[src/rtl/branch_outcome_tracker.sv]
// branch_outcome_tracker: in-order prediction queue that trains the predictor and flushes on mispredict; optional counters under BOT_STATS_EN
module branch_outcome_tracker #(
  parameter int DEPTH = 4,
  parameter int PTR_W = 2,
  parameter int CNT_W = 16
) (
  input  logic             clk,
  input  logic             rst,
  input  logic             pred_valid,
  input  logic             pred_taken,
  output logic             pred_ready,
  input  logic             resolve_valid,
  input  logic             resolve_taken,
  output logic             upd_valid,
  output logic             upd_taken,
  output logic             mispredict,
  output logic [PTR_W:0]   count,
  output logic             empty,
  output logic             full,
  output logic             err_overflow,
  output logic             err_underflow
`ifdef BOT_STATS_EN
  ,
  output logic [CNT_W-1:0] stat_resolved,
  output logic [CNT_W-1:0] stat_mispred
`endif
);
  localparam logic [PTR_W:0] FULL_CNT = (PTR_W+1)'(DEPTH);
  logic [DEPTH-1:0] q;
  logic [PTR_W-1:0] wr_ptr, rd_ptr;
  logic push, pop, mis;
  assign empty      = count == '0;
  assign full       = count == FULL_CNT;
  assign pred_ready = !full;
  assign push       = pred_valid && !full;
  assign pop        = resolve_valid && !empty;
  assign mis        = pop && (q[rd_ptr] != resolve_taken);
  always_ff @(posedge clk)
    if (push) q[wr_ptr] <= pred_taken;
  // a mispredict squashes every younger entry, including a same-edge push
  always_ff @(posedge clk)
    if (rst) begin
      wr_ptr        <= '0;
      rd_ptr        <= '0;
      count         <= '0;
      upd_valid     <= 1'b0;
      upd_taken     <= 1'b0;
      mispredict    <= 1'b0;
      err_overflow  <= 1'b0;
      err_underflow <= 1'b0;
    end else begin
      upd_valid     <= pop;
      upd_taken     <= pop && resolve_taken;
      mispredict    <= mis;
      err_overflow  <= err_overflow || (pred_valid && full);
      err_underflow <= err_underflow || (resolve_valid && empty);
      if (mis) begin
        wr_ptr <= '0;
        rd_ptr <= '0;
        count  <= '0;
      end else begin
        wr_ptr <= push ? wr_ptr + 1'b1 : wr_ptr;
        rd_ptr <= pop ? rd_ptr + 1'b1 : rd_ptr;
        count  <= count + (PTR_W+1)'(push) - (PTR_W+1)'(pop);
      end
    end
`ifdef BOT_STATS_EN
  always_ff @(posedge clk)
    if (rst) begin
      stat_resolved <= '0;
      stat_mispred  <= '0;
    end else begin
      stat_resolved <= (pop && !(&stat_resolved)) ? stat_resolved + 1'b1 : stat_resolved;
      stat_mispred  <= (mis && !(&stat_mispred)) ? stat_mispred + 1'b1 : stat_mispred;
    end
`endif
endmodule

[config.mk]
export PLATFORM = sky130hd
export DESIGN_NAME = branch_outcome_tracker
export DESIGN_NICKNAME = d
export VERILOG_FILES = /design/src/rtl/branch_outcome_tracker.sv
export SDC_FILE = /design/constraint.sdc
export NUM_CORES = 1
export LEC_CHECK = 0
export ABC_AREA = 0
export CORE_MARGIN = 10
export CORE_UTILIZATION = 55
export DETAILED_ROUTE_END_ITERATION = 7
export DONT_BUFFER_PORTS = 1
export HOLD_SLACK_MARGIN = 0.03
export PLACE_DENSITY_LB_ADDON = 0.12
export SLEW_MARGIN = 20
export SYNTH_ARGS = -nofsm -noshare
export SYNTH_HDL_FRONTEND = slang
export SYNTH_SLANG_ARGS = --single-unit
[constraint.sdc]
create_clock -name clk -period 4.51 [get_ports clk]
set_clock_uncertainty 0.05 [all_clocks]
set_input_delay 0.902 -clock clk [delete_from_list [all_inputs] [get_ports clk]]
set_output_delay 0.902 -clock clk [all_outputs]
set_load 0.01 [all_outputs]
==> results_dict.tcl, run 1 <==
set metrics [dict create \
    run_status "finished clean" \
    final-hold-violation-count 0 \
    grt-ovfl-total 0 \
    port_buffers 0 \
    period_share 0.582 \
    slew_viol_final 0 \
    dieWidth_um 57.5 \
    clk_latency_ns 0.28 \
    p_leak_uw 0.000314 \
    hold_buffers 0 \
    slew-limit-headroom 0.650 \
    p_seq_frac 0.461 \
    p_comb_frac 0.350 \
    clkTransAtPathRegs_ns 0.09 \
    sw_frac_of_total 0.371 \
    finalNonFillerCells 88 \
    die-area_um2 3310 \
    synthCells 71 \
    final_common_cell "dfxtp_1" \
    drtIter0Drc 4 \
    dpl_worst_slack_ns 1.86 \
    worstHoldStart "err_overflow$_SDFF_PP0_" \
    drt_wl_total_mm 1.19 \
    cp_top_family "simple AND/OR/NAND/NOR gates" \
    gp_congestion 0.761 \
    rrSetupSlack_ns 1.89 \
    ant_nets 0 \
    track_usage 0.0750 \
    drive_gt1_frac 0.110 \
    yosysSeqAreaShare 0.466 \
    vias 461 \
    rsz0062_at_grt "false" \
    cts_buffers 3 \
    endpoint_kind "flip-flop" \
    worstHoldPathType "reg2reg" \
    synthesis.nets 83 \
    fin_tns_setup_ns 0 \
    post_cts_resized 0 \
    ios 17 \
    antenna_found_initial 0 \
    core-area_um2 1320 \
    cp_slowest_cell "dfxtp_1" \
    post_cts_buffers 0 \
    p_per_area_nw_per_um2 591 \
    syn_area_um2 773 \
    hpwl_um 917 \
    grt_pass1_vias 472 \
    drc 0 \
    maxCapViolations 0 \
    critPathKind "reg2reg" \
    synth.distinct_cells 23 \
    cts_tree "built" \
    layout_common_cells "dfxtp_1, nor2_1, nor3_1, and2_1, ha_1" \
    cp_slowest_stage_delay_ns 0.53 \
    antenna_cells 0 \
    cp_data_required_time_ns 4.67 \
    post_drt_via_cell_ratio 5.24 \
    start_kind "flip-flop" \
    crit_path_start "count[1]$_SDFF_PP0_" \
    dp.cells 84 \
    core.rowCount 13 \
    initial_core_util 0.587 \
    wl_per_cell_um 13.5 \
    yosys_register_bits 16 \
    cp_num_buf_inv 2 \
    fin_crit_ns 2.62 \
    tightest_slew_ns 0.524 \
    finalSetupViolCount 0 \
    nNetsFinal 86 \
    grt_pass1_wl_mm 2.01 \
    rr_startpoint "count[1]$_SDFF_PP0_" \
    max_freq_mhz 381 \
    ctsHtreeMaxLevel 1 \
    areaGrowthSynthToFinish_pct 5.99 \
    yosys_warnings 0 \
    crit_arrival_ns 2.78 \
    path_max_fanout 8 \
    cts_root_buf "clkbuf_4" \
    syn_area_per_cell_um2 10.9 \
    p_int_uw 305 \
    p_total_uw 485 \
    chipHeight_um 57.5 \
    ir_drop_mv 0.377 \
    pwr-share-clk 0.189 \
    fill_cells 112 \
    setup_slack_ns 1.89 \
    worstPathCellList "nor2_1, nand2_1, inv_1, nor2b_1, xnor2_1, ha_1, inv_1, fa_1, xor2_1, xnor2_1, nor3_1" \
    cts.path.max_buffers 2 \
    p_switching_uw 180 \
    cts_sinks 16 \
    grt_max_degree 12 \
    firstDrtPassIters 3 \
]
[sequential cells by signal, indices dropped and copies added, names as in the netlist]
| register | flops |
|---|---|
| q | 4 |
| rd_ptr | 2 |
| wr_ptr | 2 |
| count | 3 |
| mispredict | 1 |
| err_underflow | 1 |
| upd_valid | 1 |
| upd_taken | 1 |
| err_overflow | 1 |
[worst min-delay path, delay by kind of cell, from the launching register on]
family / cells / cell delay, ns
flops: 1 / 0.35
compound gates: 1 / 0.12
simple gates: 1 / 0.04
[layout make-up]
type / instances / area [µm²] / share of cell area
sequential: 16 / 360 / 0.440
tap: 15 / 18.8 / 0.0229
inverter: 4 / 15.0 / 0.0183
multi-input combinational: 49 / 389 / 0.475
clock buffer: 4 / 36.3 / 0.0443
[layer usage]
| metal | vias to the layer above | GRT usage | routed length, µm | part of all wire |
|---|---|---|---|---|
| met5 | - | 0 | 0 | 0 |
| li1 | 239 | - | - | - |
| met4 | 0 | 0.0302 | 12 | 0.010 |
| met3 | 2 | 0.0354 | 75 | 0.063 |
| met2 | 6 | 0.127 | 614 | 0.52 |
| met1 | 214 | 0.0773 | 488 | 0.41 |
[stage by stage]
stage,hold slack [ns],util,instance area [µm²]
after floorplan,0.452,-,773
after global placement,0.481,0.594,783
after detailed placement,0.489,0.594,783
after CTS,0.505,0.622,820
after global routing,0.548,0.622,820
final,0.499,0.622,820
[power groups by stage]
stage | combinational, µW | clock (µW) | sequential (µW)
2_1_floorplan | 153 | 0 | 218
3_5_place_dp | 172 | 0 | 229
3_3_place_gp | 169 | 0 | 228
5_1_grt | 197 | 99.0 | 230
6_report | 170 | 91.8 | 223
4_1_cts | 173 | 95.4 | 225
[logic make-up (layout without fill, tap and decap cells)]
| logic type | Yosys count | after routing | share of synthesized area |
|---|---|---|---|
| compound gates | 8 | 8 | 0.105 |
| mux | 4 | 4 | 0.0582 |
| simple gates | 25 | 25 | 0.165 |
| flops | 16 | 16 | 0.466 |
| fa+ha+maj | 6 | 6 | 0.107 |
| xor+xnor | 6 | 6 | 0.0680 |
| buf+inv | 6 | 8 | 0.0307 |
[synthesized netlist by cell type]
cell       count  share of area
nor2_1         7          0.034
dfxtp_1       12           0.31
xnor2_1        3          0.034
fa_1           1          0.026
mux2i_1        3          0.039
nand2_1        3          0.015
and2_1         5          0.040
a211oi_4       1          0.026
nor3_1         6          0.039
edfxtp_1       4           0.16
nor2b_1        2          0.016
clkbuf_1       1         0.0048
nor3b_1        1         0.0097
xor2_1         3          0.034
a21oi_1        4          0.026
buf_2          1         0.0065
inv_1          4          0.019
a2111oi_4      1          0.036
o31a_1         1          0.011
mux2_4         1          0.019
nand2b_2       1          0.011
ha_1           5          0.081
o21ai_0        1         0.0065
[final timing paths]
| path | cells past startpoint | to |
|---|---|---|
| min | 2 | err_overflow$_SDFF_PP0_ |
| max reg2reg | 11 | count[2]$_SDFF_PP0_ |
| min reg2reg | 2 | err_overflow$_SDFF_PP0_ |
| max | 11 | count[2]$_SDFF_PP0_ |
Power figures use the tool's default switching activity.
==> run 2: changes to the inputs <==
--- a/config.mk
+++ b/config.mk
@@ -7,7 +7,7 @@
 export LEC_CHECK = 0
 export ABC_AREA = 0
 export CORE_MARGIN = 10
-export CORE_UTILIZATION = 55
+export CORE_UTILIZATION = 53
 export DETAILED_ROUTE_END_ITERATION = 7
 export DONT_BUFFER_PORTS = 1
 export HOLD_SLACK_MARGIN = 0.03
==> constraint.sdc (replaced) <==
create_clock -name clk -period 2.2 [get_ports clk]
set_clock_uncertainty 0.05 [all_clocks]
set_input_delay 0.44 -clock clk [delete_from_list [all_inputs] [get_ports clk]]
set_output_delay 0.44 -clock clk [all_outputs]
set_load 0.01 [all_outputs]
==> run 2 against run 1 <==
  * Hold slack worse by 0.35 ns
  * Non-clock buffer count is 7 higher
  * Fmax is 29% higher
  * Sequential power is 100% higher
  * First-iteration DRC count is 50% lower
  * Utilization is 3.4 points higher
  * Largest cell class unchanged
  * Largest power group is now combinational cells
==> results_dict.tcl, run 2 (synthesized netlist as in run 1, its figures left out) <==
set metrics [dict create \
    run_status "finished clean" \
    chipHeight_um 58.2 \
    grt_pass1_wl_mm 2.39 \
    ant_nets 0 \
    clk_latency_ns 0.29 \
    clkTransAtPathRegs_ns 0.09 \
    cts_tree "built" \
    wl_per_cell_um 14.2 \
    crit_arrival_ns 2.16 \
    slew_viol_final 0 \
    worstHoldStart "rst" \
    worstHoldPathType "in2reg" \
    rsz0062_at_grt "false" \
    final-hold-violation-count 0 \
    rr_startpoint "count[1]$_SDFF_PP0_" \
    finalSetupViolCount 0 \
    reg_top3 "q: 4 flops, count: 3 flops" \
    initial_core_util 0.580 \
    fin_crit_ns 2.03 \
    drc 0 \
    ir_drop_mv 0.891 \
    min_to "mispredict$_SDFF_PP0_" \
    post_drt_via_cell_ratio 5.29 \
    largest_reg_flops 4 \
    endpoint_kind "flip-flop" \
    ios 17 \
    max_freq_mhz 493 \
    gp_congestion 0.729 \
    drtIter0Drc 2 \
    multi_input_area_um2 397 \
    p_comb_frac 0.437 \
    cts_sinks 16 \
    firstDrtPassIters 4 \
    core.rowCount 13 \
    start_kind "flip-flop" \
    maxCapViolations 0 \
    antenna_cells 0 \
    final_common_cell "dfxtp_1" \
    path_max_fanout 6 \
    antenna_found_initial 0 \
    critPathKind "reg2reg" \
    dieWidth_um 58.2 \
    sw_frac_of_total 0.371 \
    crit_path_start "count[1]$_SDFF_PP0_" \
    layout_common_cells "dfxtp_1, nor2_1, buf_4" \
    grt-ovfl-total 0 \
    cts_buffers 3 \
    utilization 0.656 \
    fin_tns_setup_ns 0 \
    nNetsFinal 93 \
    port_buffers 0 \
    ctsHtreeMaxLevel 1 \
    register_area_um2 365 \
    p_switching_uw 401 \
    fill_cells 105 \
    rr_endpoint "count[2]$_SDFF_PP0_" \
    vias 503 \
    die-area_um2 3390 \
    p_int_uw 680 \
    hpwl_mm 1.05 \
    period_share 0.922 \
    cts.path.max_buffers 2 \
    areaGrowthSynthToFinish_pct 13.1 \
    drive_gt1_frac 0.225 \
    p_seq_frac 0.418 \
    slew-limit-headroom 0.692 \
    pwr-share-clk 0.145 \
    cp_data_required_time_ns 2.33 \
    drt_wl_total_mm 1.35 \
    r2r_cells 11 \
    track_usage 0.0905 \
    grt_max_degree 12 \
    max_flop_register "q" \
    tightest_slew_ns 0.460 \
    core-area_um2 1330 \
    rrSetupSlack_ns 0.17 \
    p_leak_uw 0.000346 \
    hold_depth 1 \
    grt_pass1_vias 535 \
    cts_root_buf "clkbuf_4" \
    hold_buffers 0 \
    p_per_area_nw_per_um2 1240 \
]
[run 2: per-stage QoR]
| step | power, µW | hold slack, ns | setup WS [ns] | instances | instance area (µm²) |
|---|---|---|---|---|---|
| after floorplan | 771 | 0.452 | 0.0212 | 71 | 779 |
| after CTS | 1090 | 0.139 | 0.0899 | 95 | 868 |
| after detailed placement | 931 | 0.458 | 0.123 | 91 | 842 |
| final | 1080 | 0.152 | 0.171 | 95 | 875 |
| after global routing | 1180 | 0.129 | 0.0227 | 95 | 875 |
| after global placement | 917 | 0.456 | 0.164 | 91 | 842 |
[run 2: power groups by stage]
stage / clock [µW] / combinational [µW] / sequential, µW
after floorplan: 0 / 318 / 453
after global placement: 0 / 462 / 455
after detailed placement: 0 / 474 / 456
after CTS: 163 / 479 / 449
after global routing: 178 / 537 / 463
final: 157 / 472 / 452
[run 2: worst max-delay path by stage]
stage                     cells after the start  slack (ns)                   to
after floorplan                              12        0.02  count[2]$_SDFF_PP0_
after global placement                       11        0.16  count[2]$_SDFF_PP0_
after detailed placement                     11        0.12  count[2]$_SDFF_PP0_
after CTS                                    11        0.09  count[2]$_SDFF_PP0_
after global routing                         11        0.02  count[2]$_SDFF_PP0_
final                                        11        0.17  count[2]$_SDFF_PP0_
[run 2: final cells by class]
type | count | area share
clock buffer | 3 | 0.0258
clock inverter | 1 | 0.00429
inverter | 4 | 0.0172
multi-input combinational | 49 | 0.454
sequential | 16 | 0.418
tap | 15 | 0.0215
timing repair buffer | 7 | 0.0601
[run 2: metal layers]
layer  share of wire  global-route usage  vias to the layer above  wire (µm)
met4           0.014              0.0403                        0         19
met3           0.084              0.0545                        4        113
met2            0.49               0.150                       12        654
met1            0.42              0.0882                      232        559
li1                -                   -                      255          -
met5               0                   0                        -          0
[run 2: repair_timing]
action	4_1_cts	5_1_grt
setup endpoints to repair	0	1
endpoints found under the hold margin	0	0
gates resized for setup	0	3
setup buffers	0	0
[run 2: worst max-delay path, cell delays in order, from the launching register on]
cell     delay (ns)
dfxtp_4        0.41
nor2_1         0.06
nand2_1        0.08
inv_1          0.07
nor2b_2        0.14
xnor2_1        0.13
ha_1           0.16
inv_1          0.05
fa_1           0.38
xor2_1         0.18
xnor2_1        0.14
nor3_1         0.06
==> run 3: changes to the inputs <==
--- a/config.mk
+++ b/config.mk
@@ -8,10 +8,12 @@
 export ABC_AREA = 0
 export CORE_MARGIN = 10
 export CORE_UTILIZATION = 53
+export CTS_CLUSTER_SIZE = 10
 export DETAILED_ROUTE_END_ITERATION = 7
 export DONT_BUFFER_PORTS = 1
 export HOLD_SLACK_MARGIN = 0.03
 export PLACE_DENSITY_LB_ADDON = 0.12
+export REMOVE_ABC_BUFFERS = 1
 export SLEW_MARGIN = 20
 export SYNTH_ARGS = -nofsm -noshare
 export SYNTH_HDL_FRONTEND = slang
==> run 3 against run 2 <==
  * Non-clock buffer count stayed put
  * Critical endpoint unchanged
  * First-iteration DRC count is 50% lower
  * Routed wire length is 3.5% higher
  * Critical path depth stayed put
==> results_dict.tcl, run 3 (synthesized netlist as in run 1, its figures left out) <==
set metrics [dict create \
    run_status "finished clean" \
    hold_buffers 0 \
    p_comb_frac 0.448 \
    ant_nets 0 \
    nNetsFinal 93 \
    crit_arrival_ns 2.16 \
    max_flop_register "q" \
    cts_tree "built" \
    drive_gt1_frac 0.213 \
    clkTransAtPathRegs_ns 0.09 \
    core.rowCount 13 \
    final_common_cell "dfxtp_1" \
    cp_slowest_cell "fa_1" \
    max_freq_mhz 488 \
    die-area_um2 3390 \
    cts_buffers 3 \
    pwr-share-clk 0.146 \
    ios 17 \
    finalNonFillerCells 95 \
    areaGrowthSynthToFinish_pct 12.1 \
    fin_crit_ns 2.05 \
    path_max_fanout 4 \
    period_share 0.932 \
    dieWidth_um 58.2 \
    cp_top_family "adder cells" \
    finalSetupViolCount 0 \
    hpwl_mm 1.12 \
    port_buffers 0 \
    p_int_uw 675 \
    antenna_found_initial 0 \
    grt-ovfl-total 0 \
    layout_common_cells "dfxtp_1, nor2_1, buf_4, nor3_1" \
    p_leak_uw 0.000344 \
    reg_top3 "q: 4 flops, count: 3 flops" \
    rsz0062_at_grt "false" \
    vias 508 \
    ctsHtreeMaxLevel 1 \
    firstDrtPassIters 4 \
    cp_slowest_stage_delay_ns 0.39 \
    ir_drop_mv 0.786 \
    cp_num_buf_inv 2 \
    tightest_slew_ns 0.474 \
    largest_reg_flops 4 \
    endpoint_kind "flip-flop" \
    grt_pass1_vias 517 \
    clk_latency_ns 0.27 \
    p_per_area_nw_per_um2 1240 \
    antenna_cells 0 \
    maxCapViolations 0 \
    cts.path.max_buffers 2 \
    drc 0 \
    slew_viol_final 0 \
    final-hold-violation-count 0 \
    grt_max_degree 12 \
    sw_frac_of_total 0.371 \
    dp.cells 91 \
    p_switching_uw 397 \
    drtIter0Drc 1 \
    fin_tns_setup_ns 0 \
    cts_sinks 16 \
    cts_root_buf "clkbuf_4" \
    start_kind "flip-flop" \
    slew-limit-headroom 0.683 \
    wl_per_cell_um 14.7 \
    track_usage 0.0896 \
    core-area_um2 1330 \
    crit_path_start "count[1]$_SDFF_PP0_" \
    worstHoldStart "rst" \
    worstPathCellList "nor2_1, nand2_1, inv_1, nor2b_2, xnor2_1, ha_1, inv_1, fa_1, xor2_1, xnor2_1, nor3_1" \
    chipHeight_um 58.2 \
    rr_startpoint "count[1]$_SDFF_PP0_" \
    post_drt_via_cell_ratio 5.35 \
    grt_pass1_wl_mm 2.43 \
    critPathKind "reg2reg" \
    initial_core_util 0.580 \
    drt_wl_total_mm 1.39 \
    gp_congestion 0.778 \
    worstHoldPathType "in2reg" \
    cp_data_required_time_ns 2.31 \
    p_seq_frac 0.406 \
]
-- run 3: cell types whose count changed in the layout (fill, tap and decap cells not counted) --
| cell | delta |
|---|---|
| clkbuf_1 | +1 |
| clkinv_1 | -1 |
| dfxtp_2 | +1 |
| dfxtp_4 | -1 |
| nor3_1 | +1 |
| nor3_2 | -1 |
-- run 3: per-layer routing --
metal	GRT usage	part of all wire	up-vias
met1	0.0930	0.40	242
li1	-	-	254
met2	0.163	0.52	10
met5	0	0	-
met4	0.0201	0.0086	0
met3	0.0370	0.071	2
-- run 3: area by class of cell --
type,count,area [µm²]
fill,116,467
sequential,16,363
inverter,4,15.0
tap,15,18.8
clock buffer,4,26.3
multi-input combinational,49,392
timing repair buffer,7,52.6
-- run 3: path summary, 6_finish.rpt --
kind	slack, ns	end	cells past startpoint
worst max-delay path	0.15	count[2]$_SDFF_PP0_	11
worst min-delay path	0.17	mispredict$_SDFF_PP0_	1
worst max register to register	0.15	count[2]$_SDFF_PP0_	11
worst min register to register	0.50	err_underflow$_SDFF_PP0_	2
-- run 3: worst register-to-register path, stage by stage, from the launching register on --
cell and delay, ns:
dfxtp_2 0.35, nor2_1 0.10, nand2_1 0.07, inv_1 0.16, nor2b_2 0.08, xnor2_1 0.17
ha_1 0.16, inv_1 0.06, fa_1 0.39, xor2_1 0.17, xnor2_1 0.13, nor3_1 0.06
-- run 3: stage by stage --
| stage | total power, µW | setup WS (ns) | hold slack (ns) | util | instance area, µm² |
|---|---|---|---|---|---|
| 2_1_floorplan | 755 | -0.180 | 0.452 | - | 764 |
| 3_3_place_gp | 901 | 0.144 | 0.458 | 0.627 | 836 |
| 3_5_place_dp | 927 | 0.0917 | 0.459 | 0.627 | 836 |
| 4_1_cts | 1080 | 0.0740 | 0.160 | 0.646 | 862 |
| 5_1_grt | 1160 | 0.00260 | 0.148 | 0.650 | 867 |
| 6_report | 1070 | 0.149 | 0.169 | 0.650 | 867 |
-- run 3: power by group through the flow --
stage | sequential (µW) | combinational (µW) | clock [µW]
after floorplan | 448 | 308 | 0
after global placement | 438 | 463 | 0
after global routing | 447 | 542 | 174
after CTS | 434 | 489 | 161
final | 436 | 480 | 157
after detailed placement | 441 | 486 | 0
-- run 3: what timing repair did --
item | in CTS | in global routing
endpoints found under the hold margin | 0 | 0
gates resized for setup | 0 | 3
setup buffers | 0 | 0
endpoints found under the setup margin | 0 | 1
